File: src/rtl/scan_pkg.sv
// Shared types and constants for the scan-chain controller.
// The optional MISR signature is enabled by defining SCAN_MISR_EN.
package scan_pkg;

  typedef enum logic [1:0] {
    IDLE    = 2'd0,
    SHIFT   = 2'd1,
    CAPTURE = 2'd2
  } state_t;

  typedef enum logic {
    LOAD   = 1'b0,
    UNLOAD = 1'b1
  } mode_t;

  // CRC-32 generator polynomial used by the response signature.
  localparam logic [31:0] MISR_POLY = 32'h04C11DB7;

  function automatic int cnt_width(input int chain_len, input int capture_cyc);
    int m;
    m = (chain_len > capture_cyc) ? chain_len : capture_cyc;
    return $clog2(m + 1);
  endfunction

endpackage

File: src/rtl/scan_misr.sv
// Serial-input MISR: left shift, feedback = msb ^ din, XOR with POLY.
// Instantiated by scan_chain_ctrl only when SCAN_MISR_EN is defined.
module scan_misr
  import scan_pkg::*;
#(
  parameter int               SIG_W = 32,
  parameter logic [SIG_W-1:0] POLY  = SIG_W'(MISR_POLY)
) (
  input  logic             CLK,
  input  logic             RSTB,
  input  logic             clr,
  input  logic             en,
  input  logic             din,
  output logic [SIG_W-1:0] sig
);

  logic fb;
  assign fb = sig[SIG_W-1] ^ din;

  always_ff @(posedge CLK or negedge RSTB) begin
    if (!RSTB) begin
      sig <= '0;
    end else if (clr) begin
      sig <= '0;
    end else if (en) begin
      sig <= {sig[SIG_W-2:0], 1'b0} ^ (fb ? POLY : '0);
    end
  end

endmodule

File: src/rtl/scan_chain_ctrl.sv
// Scan-chain controller: loads patterns, captures, unloads responses.
// Define SCAN_MISR_EN to compress kept unload bits into a MISR signature.
module scan_chain_ctrl
  import scan_pkg::*;
#(
  parameter int CHAIN_LEN   = 32,
  parameter int CAPTURE_CYC = 1,
  parameter int SIG_W       = 32
) (
  input  logic                 CLK,
  input  logic                 RSTB,
  input  logic                 pat_valid,
  output logic                 pat_ready,
  input  logic [CHAIN_LEN-1:0] pat_data,
  input  logic                 unload_req,
  output logic                 resp_valid,
  input  logic                 resp_ready,
  output logic [CHAIN_LEN-1:0] resp_data,
  output logic                 scan_se,
  output logic                 scan_si,
  input  logic                 scan_so,
  output logic                 busy,
  input  logic                 sig_clr,
  output logic [SIG_W-1:0]     signature
);

  localparam int CW = cnt_width(CHAIN_LEN, CAPTURE_CYC);
  localparam logic [CW-1:0] SHIFT_LAST = CW'(CHAIN_LEN - 1);
  localparam logic [CW-1:0] CAP_LAST   = CW'(CAPTURE_CYC - 1);

  // Handshakes: a transfer happens on a rising CLK edge where valid && ready;
  // valid never drops and data never changes until that edge.
  state_t               state_q, state_d;
  mode_t                mode_q, mode_d;
  logic [CW-1:0]        cnt_q, cnt_d;
  logic [CHAIN_LEN-1:0] pat_q, pat_d;
  logic [CHAIN_LEN-1:0] shift_q, shift_d;
  logic [CHAIN_LEN-1:0] resp_data_d;
  logic                 resp_valid_d, resp_pend_q, resp_pend_d;
  logic                 se_d, si_d, busy_d, pat_ready_d;
  logic                 capture_pending, capture_pending_d;

  always_ff @(posedge CLK or negedge RSTB) begin
    if (!RSTB) begin
      state_q         <= IDLE;
      mode_q          <= LOAD;
      cnt_q           <= '0;
      pat_q           <= '0;
      shift_q         <= '0;
      resp_data       <= '0;
      resp_valid      <= 1'b0;
      resp_pend_q     <= 1'b0;
      scan_se         <= 1'b0;
      scan_si         <= 1'b0;
      busy            <= 1'b0;
      pat_ready       <= 1'b1;
      capture_pending <= 1'b0;
    end else begin
      state_q         <= state_d;
      mode_q          <= mode_d;
      cnt_q           <= cnt_d;
      pat_q           <= pat_d;
      shift_q         <= shift_d;
      resp_data       <= resp_data_d;
      resp_valid      <= resp_valid_d;
      resp_pend_q     <= resp_pend_d;
      scan_se         <= se_d;
      scan_si         <= si_d;
      busy            <= busy_d;
      pat_ready       <= pat_ready_d;
      capture_pending <= capture_pending_d;
    end
  end

  always_comb begin
    state_d           = state_q;
    mode_d            = mode_q;
    cnt_d             = cnt_q;
    pat_d             = pat_q;
    shift_d           = shift_q;
    resp_data_d       = resp_data;
    resp_valid_d      = resp_valid;
    resp_pend_d       = 1'b0;
    se_d              = scan_se;
    si_d              = scan_si;
    capture_pending_d = capture_pending;

    if (resp_valid && resp_ready) resp_valid_d = 1'b0;
    if (resp_pend_q)              resp_valid_d = 1'b1;

    case (state_q)
      IDLE: begin
        // pat_ready already encodes IDLE with no response outstanding.
        if (pat_valid && pat_ready) begin
          pat_d   = pat_data >> 1;
          si_d    = pat_data[0];
          se_d    = 1'b1;
          cnt_d   = '0;
          mode_d  = LOAD;
          state_d = SHIFT;
        end else if (unload_req && capture_pending && pat_ready) begin
          pat_d   = '0;
          si_d    = 1'b0;
          se_d    = 1'b1;
          cnt_d   = '0;
          mode_d  = UNLOAD;
          state_d = SHIFT;
        end
      end
      SHIFT: begin
        // First SO sample migrates down to bit 0 after CHAIN_LEN shifts.
        shift_d = (shift_q >> 1) | (CHAIN_LEN'(scan_so) << (CHAIN_LEN - 1));
        si_d    = pat_q[0];
        pat_d   = pat_q >> 1;
        cnt_d   = cnt_q + 1'b1;
        if (cnt_q == SHIFT_LAST) begin
          cnt_d = '0;
          se_d  = 1'b0;
          si_d  = 1'b0;
          if (capture_pending) begin
            resp_data_d = shift_d;
            resp_pend_d = 1'b1;
          end
          if (mode_q == LOAD) begin
            state_d = CAPTURE;
          end else begin
            state_d           = IDLE;
            capture_pending_d = 1'b0;
          end
        end
      end
      CAPTURE: begin
        cnt_d = cnt_q + 1'b1;
        if (cnt_q == CAP_LAST) begin
          cnt_d             = '0;
          state_d           = IDLE;
          capture_pending_d = 1'b1;
        end
      end
      default: state_d = IDLE;
    endcase

    busy_d      = (state_d != IDLE);
    pat_ready_d = (state_d == IDLE) && !resp_valid_d && !resp_pend_d;
  end

`ifdef SCAN_MISR_EN
  scan_misr #(
    .SIG_W(SIG_W),
    .POLY (SIG_W'(MISR_POLY))
  ) u_misr (
    .CLK (CLK),
    .RSTB(RSTB),
    .clr (sig_clr),
    .en  ((state_q == SHIFT) && capture_pending),
    .din (scan_so),
    .sig (signature)
  );
`else
  logic unused_sig_clr;
  assign unused_sig_clr = sig_clr;
  assign signature      = '0;
`endif

endmodule

File: config.mk
export PLATFORM = sky130hd
export DESIGN_NAME = scan_chain_ctrl
export DESIGN_NICKNAME = d
export VERILOG_FILES = /design/src/rtl/scan_pkg.sv /design/src/rtl/scan_misr.sv /design/src/rtl/scan_chain_ctrl.sv
export SDC_FILE = /design/constraint.sdc
export NUM_CORES = 1
export LEC_CHECK = 0
export CORE_UTILIZATION = 55
export DETAILED_ROUTE_END_ITERATION = 7
export HOLD_SLACK_MARGIN = 0.12
export PLACE_DENSITY = 0.82
export SYNTH_ARGS = -nofsm -noshare
export SYNTH_HDL_FRONTEND = slang
export SYNTH_HIERARCHICAL = 1
export SYNTH_SLANG_ARGS = --single-unit
File: constraint.sdc
create_clock -name CLK -period 4.24 [get_ports CLK]
set_input_delay 0.424 -clock CLK [delete_from_list [all_inputs] [get_ports CLK]]
set_output_delay 0.424 -clock CLK [all_outputs]
set_load 0.05 [all_outputs]
==> out/metrics.yaml, run 1 <==
placed_design:
  dp_hpwl_mm: 6.22
  gp_congestion: 0.813
  dp_slack_ps: 1590
  dp.cells: 600
  numPortBuffers: 74
clock_tree:
  ctsRootBufferMaster: "clkbuf_8"
  insertion_delay_ps: 360
  ctsHoldBuffers: 0
  cts_resized: 0
  htree_levels: 3
  cts_made_buffers: 9
  cts_buffer_depth: 2
  clkSinkCount: 110
  clk_pin_slew_worst_paths_ps: 110
  post-cts-setup-buffers: 0
  tritoncts: "yes"
detailed_routing:
  via_per_inst: 5.46
  vias: 3361
  drcViolationCount: 0
  wire_per_inst_um: 15.0
  ant_nets: 0
  dr.pass1.iters: 4
  drt-total-wl_mm: 9.26
  drt-initial-drc-count: 113
timing:
  clock_skew_ps: 10.5
  drv_slew: 0
  setup_ws_ps: 1600
  post-route-period-util_pct: 62.2
  rsz0062_at_grt: "false"
  fmax_ghz: 0.379
  hold_viol: 0
  finalSetupViolCount: 0
  hold_ws_ps: 250
  relSlewSlack_pct: 28.3
  worst_pin_slew_ps: 1080
  min_period_ps: 2640
  finalSetupTns_ps: 0
power:
  vdd_drop_max_mv: 0.286
  finalPower_mw: 3.29
  powerDensity_nw_per_um2: 558
  p_leak_nw: 2.80
critical_path:
  cp.buffers_inverters: 3
  path_cells: "inv_1, ha_2, buf_4, nand2_1, nor3_4, buf_4, mux2_2"
  cp.arrival_ps: 2890
  path_max_fanout: 67
  cpMaxStageDelayCell: "buf_4"
  critical_path_class: "flop to flop"
  startpoint_type: "flop"
  crit_required_ps: 4490
  path_delay_family: "buffers and inverters"
  r2r-start: "state_q[1]"
  worstSetupEndpointType: "flop"
  cpPeakStageDelay_ps: 600
  crit_path_frequent_cell: "buf_4"
  startpoint: "state_q[1]"
floorplanning:
  die_h_um: 97.5
  top_level_ports: 108
  coreArea_um2: 8760
  row_count: 34
  start_util_pct: 57.2
  die_w_um: 97.5
  die_area_um2: 9510
final_layout:
  fin_cells: 616
  final_cell_mix: "dfrtp_1 (109), clkdlybuf4s50_1 (73), a21oi_1 (66), mux2_2 (63), nor2_1 (39)"
  antenna_cells: 0
  syn_to_final_growth_pct: 17.4
  drive_gt1_share_pct: 18.5
  layout_commonest_cell: "dfrtp_1"
  fin_nets: 549
global_route:
  groute.usage.overall_pct: 20.4
  grt_pass1_wl_mm: 15.8
  grt_pass1_vias: 3413
  grt_max_degree: 90
  grt-ovfl-total: 0
  grt_antenna_before_repair: 0
logic_synthesis:
  synth_area_per_cell_um2: 11.5
  synthesis.area_um2: 5020
  synthCells: 438
  yosysTopAreaCell: "dfrtp_1"
  ys_seq_elements: 110
  netlist.area_leader.share_pct: 54.4
  yosysWarningCount: 6
  post_synth_main_area_contributors: "dfrtp_1 (54%), mux2_2 (14%), a21oi_1 (6.6%), buf_4 (4.8%), and3_1 (3.7%)"
  ys_seq_area_share_pct: 54.9
  synth_cell_types: 41
run_status:
  outcome: "finished, final reports clean"
min_path:
  hold_class: "input port to asynchronous set/reset pin"
run:
  cap_viol_max_count: 0
[worst paths after layout]
check / to / slack (ps) / cells past startpoint
min in group CLK: resp_valid / 470 / 1
worst max register to register: resp_data[28] / 1600 / 7
worst min register to register: resp_valid / 470 / 1
max in group asynchronous: resp_data[4] / 3080 / 2
worst max-delay path: resp_data[28] / 1600 / 7
worst min-delay path: pat_q[26] / 250 / 1
[layout make-up]
type                       instances  area [um^2]
clock buffer                      10          138
clock inverter                     6         61.3
fill                             671         2870
inverter                          13         48.8
multi-input combinational        291         1980
sequential                       110         2750
tap                              108          135
timing repair buffer              78          768
[stage by stage]
stage	utilization, %	instance area (um^2)
after floorplan	-	5130
after global routing	67.2	5890
after CTS	67.2	5890
after global placement	64.9	5690
final	67.2	5890
after detailed placement	64.9	5690
[synthesized netlist by cell type]
| master | count |
|---|---|
| o21ai_0 | 8 |
| nor2b_4 | 1 |
| or2_2 | 1 |
| dfrtp_1 | 109 |
| nor3_1 | 1 |
| nand2b_1 | 1 |
| o221ai_1 | 1 |
| ha_1 | 7 |
| nand3_1 | 5 |
| a21oi_1 | 66 |
| mux2i_1 | 1 |
| nand2_1 | 8 |
| o22ai_1 | 4 |
| a41oi_2 | 1 |
| or3_1 | 1 |
| o311ai_1 | 2 |
| dfstp_2 | 1 |
| conb_1 | 1 |
| a31oi_1 | 2 |
| nor3_4 | 1 |
| o31ai_1 | 1 |
| o211ai_1 | 2 |
| a221oi_4 | 1 |
| buf_4 | 32 |
| a32oi_1 | 1 |
| clkbuf_1 | 12 |
| o211ai_2 | 1 |
| and2_1 | 1 |
| mux2_2 | 63 |
| o21ba_2 | 1 |
| a21o_1 | 1 |
| and3_1 | 30 |
| buf_1 | 3 |
| buf_2 | 4 |
| nor2b_1 | 3 |
| inv_1 | 13 |
| nor2_1 | 39 |
| o21a_1 | 1 |
| o2111ai_1 | 2 |
| and4b_1 | 1 |
| buf_6 | 4 |
[cell families after synthesis]
group | count (synthesis) | share of synthesized area [%]
adders and majority gates | 7 | 1.75
muxes | 64 | 14.3
AOI/OAI and AO/OA | 95 | 11.2
other | 1 | 0.0748
and+or+nand+nor | 93 | 9.53
DFF | 110 | 54.9
buffers and inverters | 68 | 8.18
[state kept, by name (all words and copies together), names as in the netlist, 2 cells and up]
register,flops
cnt_q,6
pat_q,31
resp_data,32
shift_q,31
state_q,2
[power by group]
| group | switching [mW] | internal, mW |
|---|---|---|
| clock network | 0.374 | 0.244 |
| registers | 0.155 | 1.32 |
| logic | 0.737 | 0.457 |
[worst register-to-register path, stage by stage (launching register included)]
cell	delay [ps]
dfrtp_1	450
inv_1	130
ha_2	190
buf_4	600
nand2_1	200
nor3_4	160
buf_4	400
mux2_2	410
[metal layers]
metal / wire length [um] / share of wire (%) / track usage [%] / vias up
met1: 4020 / 43 / 27.5 / 1648
met5: 0 / 0 / 0 / -
met3: 725 / 7.8 / 5.32 / 9
li1: - / - / - / 1595
met2: 4420 / 48 / 33.0 / 109
met4: 95 / 1.0 / 5.09 / 0
Note: power is estimated with default switching activity, not from simulation.
==> run 2, diff against run 1 <==
Settings changed: CORE_UTILIZATION 55 to 46, PLACE_DENSITY 0.82 to 0.72.
Clock period 4.24 ns to 2.4 ns, I/O delays scaled along.
==> out/metrics.yaml, run 2 (synthesized netlist as in run 1, its figures left out) <==
placed_design:
  dp_hpwl_mm: 6.31  # +1.6%
  gp_congestion: 0.795  # -2.1%
  numPortBuffers: 74  # unchanged
final_layout:
  drive_gt1_share_pct: 19.1  # +0.60 points
  antenna_cells: 0  # unchanged
  largest_reg_flops: 32  # unchanged
  layout_commonest_cell: "dfrtp_1"
  top_register: "resp_data"
  utilization_pct: 57.5  # -9.7 points
  reg_top3: "resp_data (32), pat_q (31), shift_q (31)"
  final_cell_mix: "dfrtp_1 (109), clkdlybuf4s50_1 (73), a21oi_1 (66), mux2_2 (63), nor2_1 (39)"
  fin_nets: 555  # +1.1%
  syn_to_final_growth_pct: 19.9
detailed_routing:
  vias: 3350  # -0.33%
  drcViolationCount: 0  # unchanged
  via_per_inst: 5.16  # -5.4%
  dr.pass1.iters: 4  # unchanged
  wl_met3_um: 606  # -16%
  drt-total-wl_mm: 9.46  # +2.2%
  maxUsedRoutingLayer: "met4"
  route.layer.met1.wl_mm: 4.37  # +8.6%
  wire_per_inst_um: 14.6  # -3.0%
  wl_met2_mm: 4.38  # -0.88%
  ant_nets: 0  # unchanged
  drt-initial-drc-count: 195  # +73%
critical_path:
  cp.buffers_inverters: 1  # -2
  cpMaxStageDelayCell: "a221oi_4"
  startpoint_type: "flop"
  crit_required_ps: 2660  # -1830 ps
  cpPeakStageDelay_ps: 480  # -120 ps
  startpoint: "state_q[1]"
  r2r-start: "state_q[1]"
  path_cells: "inv_1, ha_1, nor2b_4, a221oi_4, o211ai_2, o311ai_1"
  worstSetupEndpointType: "flop"
  cp.arrival_ps: 2370  # -520 ps
  path_max_fanout: 9  # -87%
  path_delay_family: "compound AO/OA/AOI/OAI gates"
  critical_path_class: "flop to flop"
floorplanning:
  die_w_um: 106  # +9.2%
  row_count: 37  # +8.8%
  die_area_um2: 11300  # +19%
  coreArea_um2: 10500  # +19%
  top_level_ports: 108  # unchanged
  die_h_um: 106  # +9.2%
  start_util_pct: 47.9  # -9.3 points
power:
  p_leak_nw: 2.84  # +1.6%
  p_sw_mw: 2.23  # +76%
  pwr-share-clk_pct: 19.1  # +0.3 points
  p_sw_share_pct: 37.5  # -0.98 points
  vdd_drop_max_mv: 0.519  # +82%
  power_frac_comb_pct: 36.9  # +0.6 points
  internal_power_mw: 3.71  # +83%
  p_seq_share_pct: 44.0  # -0.9 points
  powerDensity_nw_per_um2: 986  # +77%
clock_tree:
  cts_buffer_depth: 2  # unchanged
  ctsRootBufferMaster: "clkbuf_8"
  insertion_delay_ps: 360  # about the same
  cts_made_buffers: 9  # unchanged
  post-cts-setup-buffers: 0  # unchanged
  htree_levels: 3  # unchanged
  clkSinkCount: 110  # unchanged
  clk_pin_slew_worst_paths_ps: 110  # about the same
  tritoncts: "yes"
run_status:
  outcome: "finished, final reports clean"
timing:
  hold_viol: 0  # unchanged
  post-route-period-util_pct: 87.8  # +26 points
  finalSetupViolCount: 0  # unchanged
  min_period_ps: 2110  # -530 ps
  clock_skew_ps: 12.7  # +2.23 ps
  worst_pin_slew_ps: 632  # -443 ps
  drv_slew: 0  # unchanged
  fmax_ghz: 0.475  # +25%
  relSlewSlack_pct: 57.9  # +30 points
  finalSetupTns_ps: 0  # unchanged
  hold_ws_ps: 389  # +139 ps
  rsz0062_at_grt: "false"
global_route:
  grt-ovfl-total: 0  # unchanged
  grt_pass1_wl_mm: 15.7  # -0.83%
  grt_antenna_before_repair: 0  # unchanged
  groute.usage.overall_pct: 17.3  # -3.1 points
  grt_pass1_vias: 3333  # -2.3%
  grt_max_degree: 63  # -30%
run:
  cap_viol_max_count: 0  # unchanged
min_path:
  hold_class: "input port to asynchronous set/reset pin"
==> run 2: cell count changes in the layout (fill, tap and decap cells not counted), sizes merged <==
cell	change
clkinvlp	-1
inv	-1
buf	+5
clkbuf	-1
dlygate4sd3	+1
bufinv	+1
clkinv	+1
==> run 2: cell type report <==
class | count | area [um^2]
multi-input cells | 291 | 1980
inverters | 13 | 48.8
repair buffers | 84 | 853
clock inverters | 6 | 81.3
clock buffers | 9 | 124
well taps | 136 | 170
flip-flops and latches | 110 | 2750
fillers | 937 | 4450
==> run 2: power groups by stage <==
stage / clock [mW] / sequential, mW / combinational [mW]
after floorplan: 0 / 2.65 / 1.64
after global placement: 0 / 2.62 / 2.12
after detailed placement: 0 / 2.65 / 2.20
after CTS: 1.19 / 2.61 / 2.21
after global routing: 1.25 / 2.68 / 2.44
final: 1.14 / 2.61 / 2.19
==> run 2: path summary, 6_finish.rpt <==
| check | to | slack, ps | cells past startpoint |
|---|---|---|---|
| setup reg to reg | cnt_q[5] | 290 | 6 |
| hold reg to reg | resp_valid | 450 | 1 |
| max in group asynchronous | shift_q[14] | 1270 | 3 |
| hold / removal | pat_q[28] | 390 | 2 |
| setup / recovery | cnt_q[5] | 290 | 6 |
| min in group CLK | resp_valid | 450 | 1 |
==> run 2: routing by layer <==
layer | global-route usage, % | vias up
li1 | - | 1604
met1 | 23.0 | 1647
met2 | 27.2 | 90
met3 | 4.41 | 9
met4 | 6.65 | 0
met5 | 0 | -
==> run 2: per-stage QoR <==
stage	worst slack, ps	instance area [um^2]	power, mW	instances
2_1_floorplan	631	5130	4.29	469
4_1_cts	302	6020	6.01	649
5_1_grt	135	6020	6.36	649
3_3_place_gp	424	5800	4.74	633
6_report	293	6020	5.93	649
3_5_place_dp	304	5800	4.85	633
==> run 2: repair_timing <==
item | in CTS | in global routing
endpoints found under the setup margin | 0 | 0
hold endpoints to repair | 38 | 0
hold buffers | 1 | 0
gates resized for setup | 0 | 0
==> run 3, diff against run 2 <==
Settings changed: CORE_MARGIN set to 1.5.
==> out/metrics.yaml, run 3 (synthesized netlist as in run 1, its figures left out) <==
power:
  vdd_drop_max_mv: 0.493  # -5.1%
  powerDensity_nw_per_um2: 990  # +0.40%
  p_leak_nw: 2.87  # +0.74%
detailed_routing:
  dr.pass1.iters: 4  # unchanged
  wire_per_inst_um: 14.1  # -3.1%
  drcViolationCount: 0  # unchanged
  drt-initial-drc-count: 203  # +4.1%
  vias: 3363  # +0.39%
  drt-total-wl_mm: 9.23  # -2.5%
  via_per_inst: 5.15  # -0.23%
  ant_nets: 0  # unchanged
timing:
  fmax_ghz: 0.481  # +1.3%
  clock_skew_ps: 11.4  # -1.28 ps
  drv_slew: 0  # unchanged
  finalSetupTns_ps: 0  # unchanged
  worst_pin_slew_ps: 605  # -26.5 ps
  finalSetupViolCount: 0  # unchanged
  rsz0062_at_grt: "false"
  hold_viol: 0  # unchanged
  relSlewSlack_pct: 59.7  # +1.8 points
  min_period_ps: 2080  # -26.7 ps
  post-route-period-util_pct: 86.7  # -1.1 points
critical_path:
  cpMaxStageDelayCell: "a221oi_4"
  r2r-start: "state_q[1]"
  path_max_fanout: 9  # unchanged
  worstSetupEndpointType: "flop"
  cp.arrival_ps: 2330  # -40 ps
  path_cells: "inv_1, ha_1, nor2b_4, a221oi_4, o211ai_2, o311ai_1"
  path_delay_family: "compound AO/OA/AOI/OAI gates"
  critical_path.reg2reg.endpoint: "cnt_q[5]"
  crit_required_ps: 2650  # about the same
  rr_worst_depth: 6  # unchanged
  critical_path_class: "flop to flop"
  ff2ff_setup_slack_ps: 320  # +30 ps
  startpoint_type: "flop"
  worstSetupPathDepth: 6  # unchanged
  cp.buffers_inverters: 1  # unchanged
  cpPeakStageDelay_ps: 460  # -20 ps
global_route:
  grt-ovfl-total: 0  # unchanged
  grt_antenna_before_repair: 0  # unchanged
  met2_usage_pct: 26.4  # -0.79 points
  grt_max_degree: 51  # -19%
  groute.usage.overall_pct: 16.6  # -0.74 points
  grt-busiest-layer: "met2"
  grt_pass1_vias: 3255  # -2.3%
  met1_usage_pct: 22.0  # -1.1 points
  grt_pass1_wl_mm: 15.3  # -2.4%
  grt_use_met3_pct: 5.81  # +1.4 points
clock_tree:
  clkSinkCount: 110  # unchanged
  clk_pin_slew_worst_paths_ps: 110  # about the same
  htree_levels: 3  # unchanged
  insertion_delay_ps: 360  # about the same
  cts_buffer_depth: 2  # unchanged
  ctsRootBufferMaster: "clkbuf_8"
  post-cts-setup-buffers: 0  # unchanged
  tritoncts: "yes"
  cts_made_buffers: 9  # unchanged
  cts_resized: 0  # unchanged
floorplanning:
  die_h_um: 107  # +0.94%
  die_w_um: 107  # +0.94%
  top_level_ports: 108  # unchanged
  die_area_um2: 11500  # +1.9%
  start_util_pct: 47.9  # unchanged
  coreArea_um2: 10500  # unchanged
  row_count: 37  # unchanged
final_layout:
  largest_reg_flops: 32  # unchanged
  final_cell_mix: "dfrtp_1 (109), clkdlybuf4s50_1 (73), a21oi_1 (66), mux2_2 (63), nor2_1 (39)"
  top_register: "resp_data"
  syn_to_final_growth_pct: 20.5
  layout_commonest_cell: "dfrtp_1"
  multi_input_area_um2: 1980  # unchanged
  antenna_cells: 0  # unchanged
  n_fill_cell: 899  # -4.1%
  postLayoutCellArea_um2: 6040  # +0.48%
  drive_gt1_share_pct: 19.7  # +0.63 points
  fin_nets: 558  # +0.54%
  regArea_um2: 2750  # unchanged
  reg_top3: "resp_data (32), pat_q (31), shift_q (31)"
placed_design:
  gp_congestion: 0.808  # +1.6%
  placed_area_um2: 5810  # +0.17%
  dp_hpwl_mm: 6.16  # -2.4%
  numPortBuffers: 74  # unchanged
run:
  cap_viol_max_count: 0  # unchanged
run_status:
  outcome: "finished, final reports clean"
min_path:
  hold_class: "input port to asynchronous set/reset pin"
-- run 3: layout make-up --
class / count / area share, %
Timing Repair Buffer: 87 / 14.3
Clock buffer: 10 / 2.28
Sequential cell: 110 / 45.6
Clock inverter: 6 / 1.43
Multi-Input combinational cell: 291 / 32.8
Inverter: 13 / 0.807
Tap cell: 136 / 2.82
-- run 3: worst reg2reg max path: stages (launching register included) --
cell,delay [ps]
dfrtp_1,430
inv_1,100
ha_1,330
nor2b_4,200
a221oi_4,460
o211ai_2,170
o311ai_1,300
-- run 3: through the flow --
stage | worst slack, ps | utilization (%) | cells | hold WS (ps) | power [mW]
6_report | 319 | 57.8 | 653 | 417 | 5.98
5_1_grt | 148 | 57.8 | 653 | 475 | 6.42
4_1_cts | 289 | 57.8 | 653 | 433 | 6.05
3_5_place_dp | 320 | 55.5 | 636 | 296 | 4.84
3_3_place_gp | 420 | 55.5 | 636 | 298 | 4.75
2_1_floorplan | 631 | - | 469 | -55.6 | 4.29
-- run 3: repair_timing --
action,4_1_cts,5_1_grt
endpoints found under the hold margin,44,0
hold buffers,1,0
endpoints found under the setup margin,0,0
-- run 3: worst max-delay path by stage --
stage	start	endpoint	slack (ps)
global placement	state_q[0]	cnt_q[5]	420
detailed placement	state_q[1]	cnt_q[5]	320
CTS	state_q[1]	cnt_q[5]	290
global route	state_q[1]	cnt_q[5]	150
finish	state_q[1]	cnt_q[5]	320
floorplan	state_q[1]	cnt_q[5]	630
-- run 3: power breakdown --
group          switching [mW]  internal [mW]
clock network           0.654          0.541
registers               0.270           2.33
logic                    1.31          0.881
total                    2.23           3.75
-- run 3: routing by layer --
layer | up-vias | share of wire, % | wire length (um)
met5 | - | 0 | 0
met4 | 0 | 0.44 | 41
met3 | 4 | 7.8 | 720
met2 | 88 | 45 | 4190
met1 | 1652 | 46 | 4270
li1 | 1619 | - | -
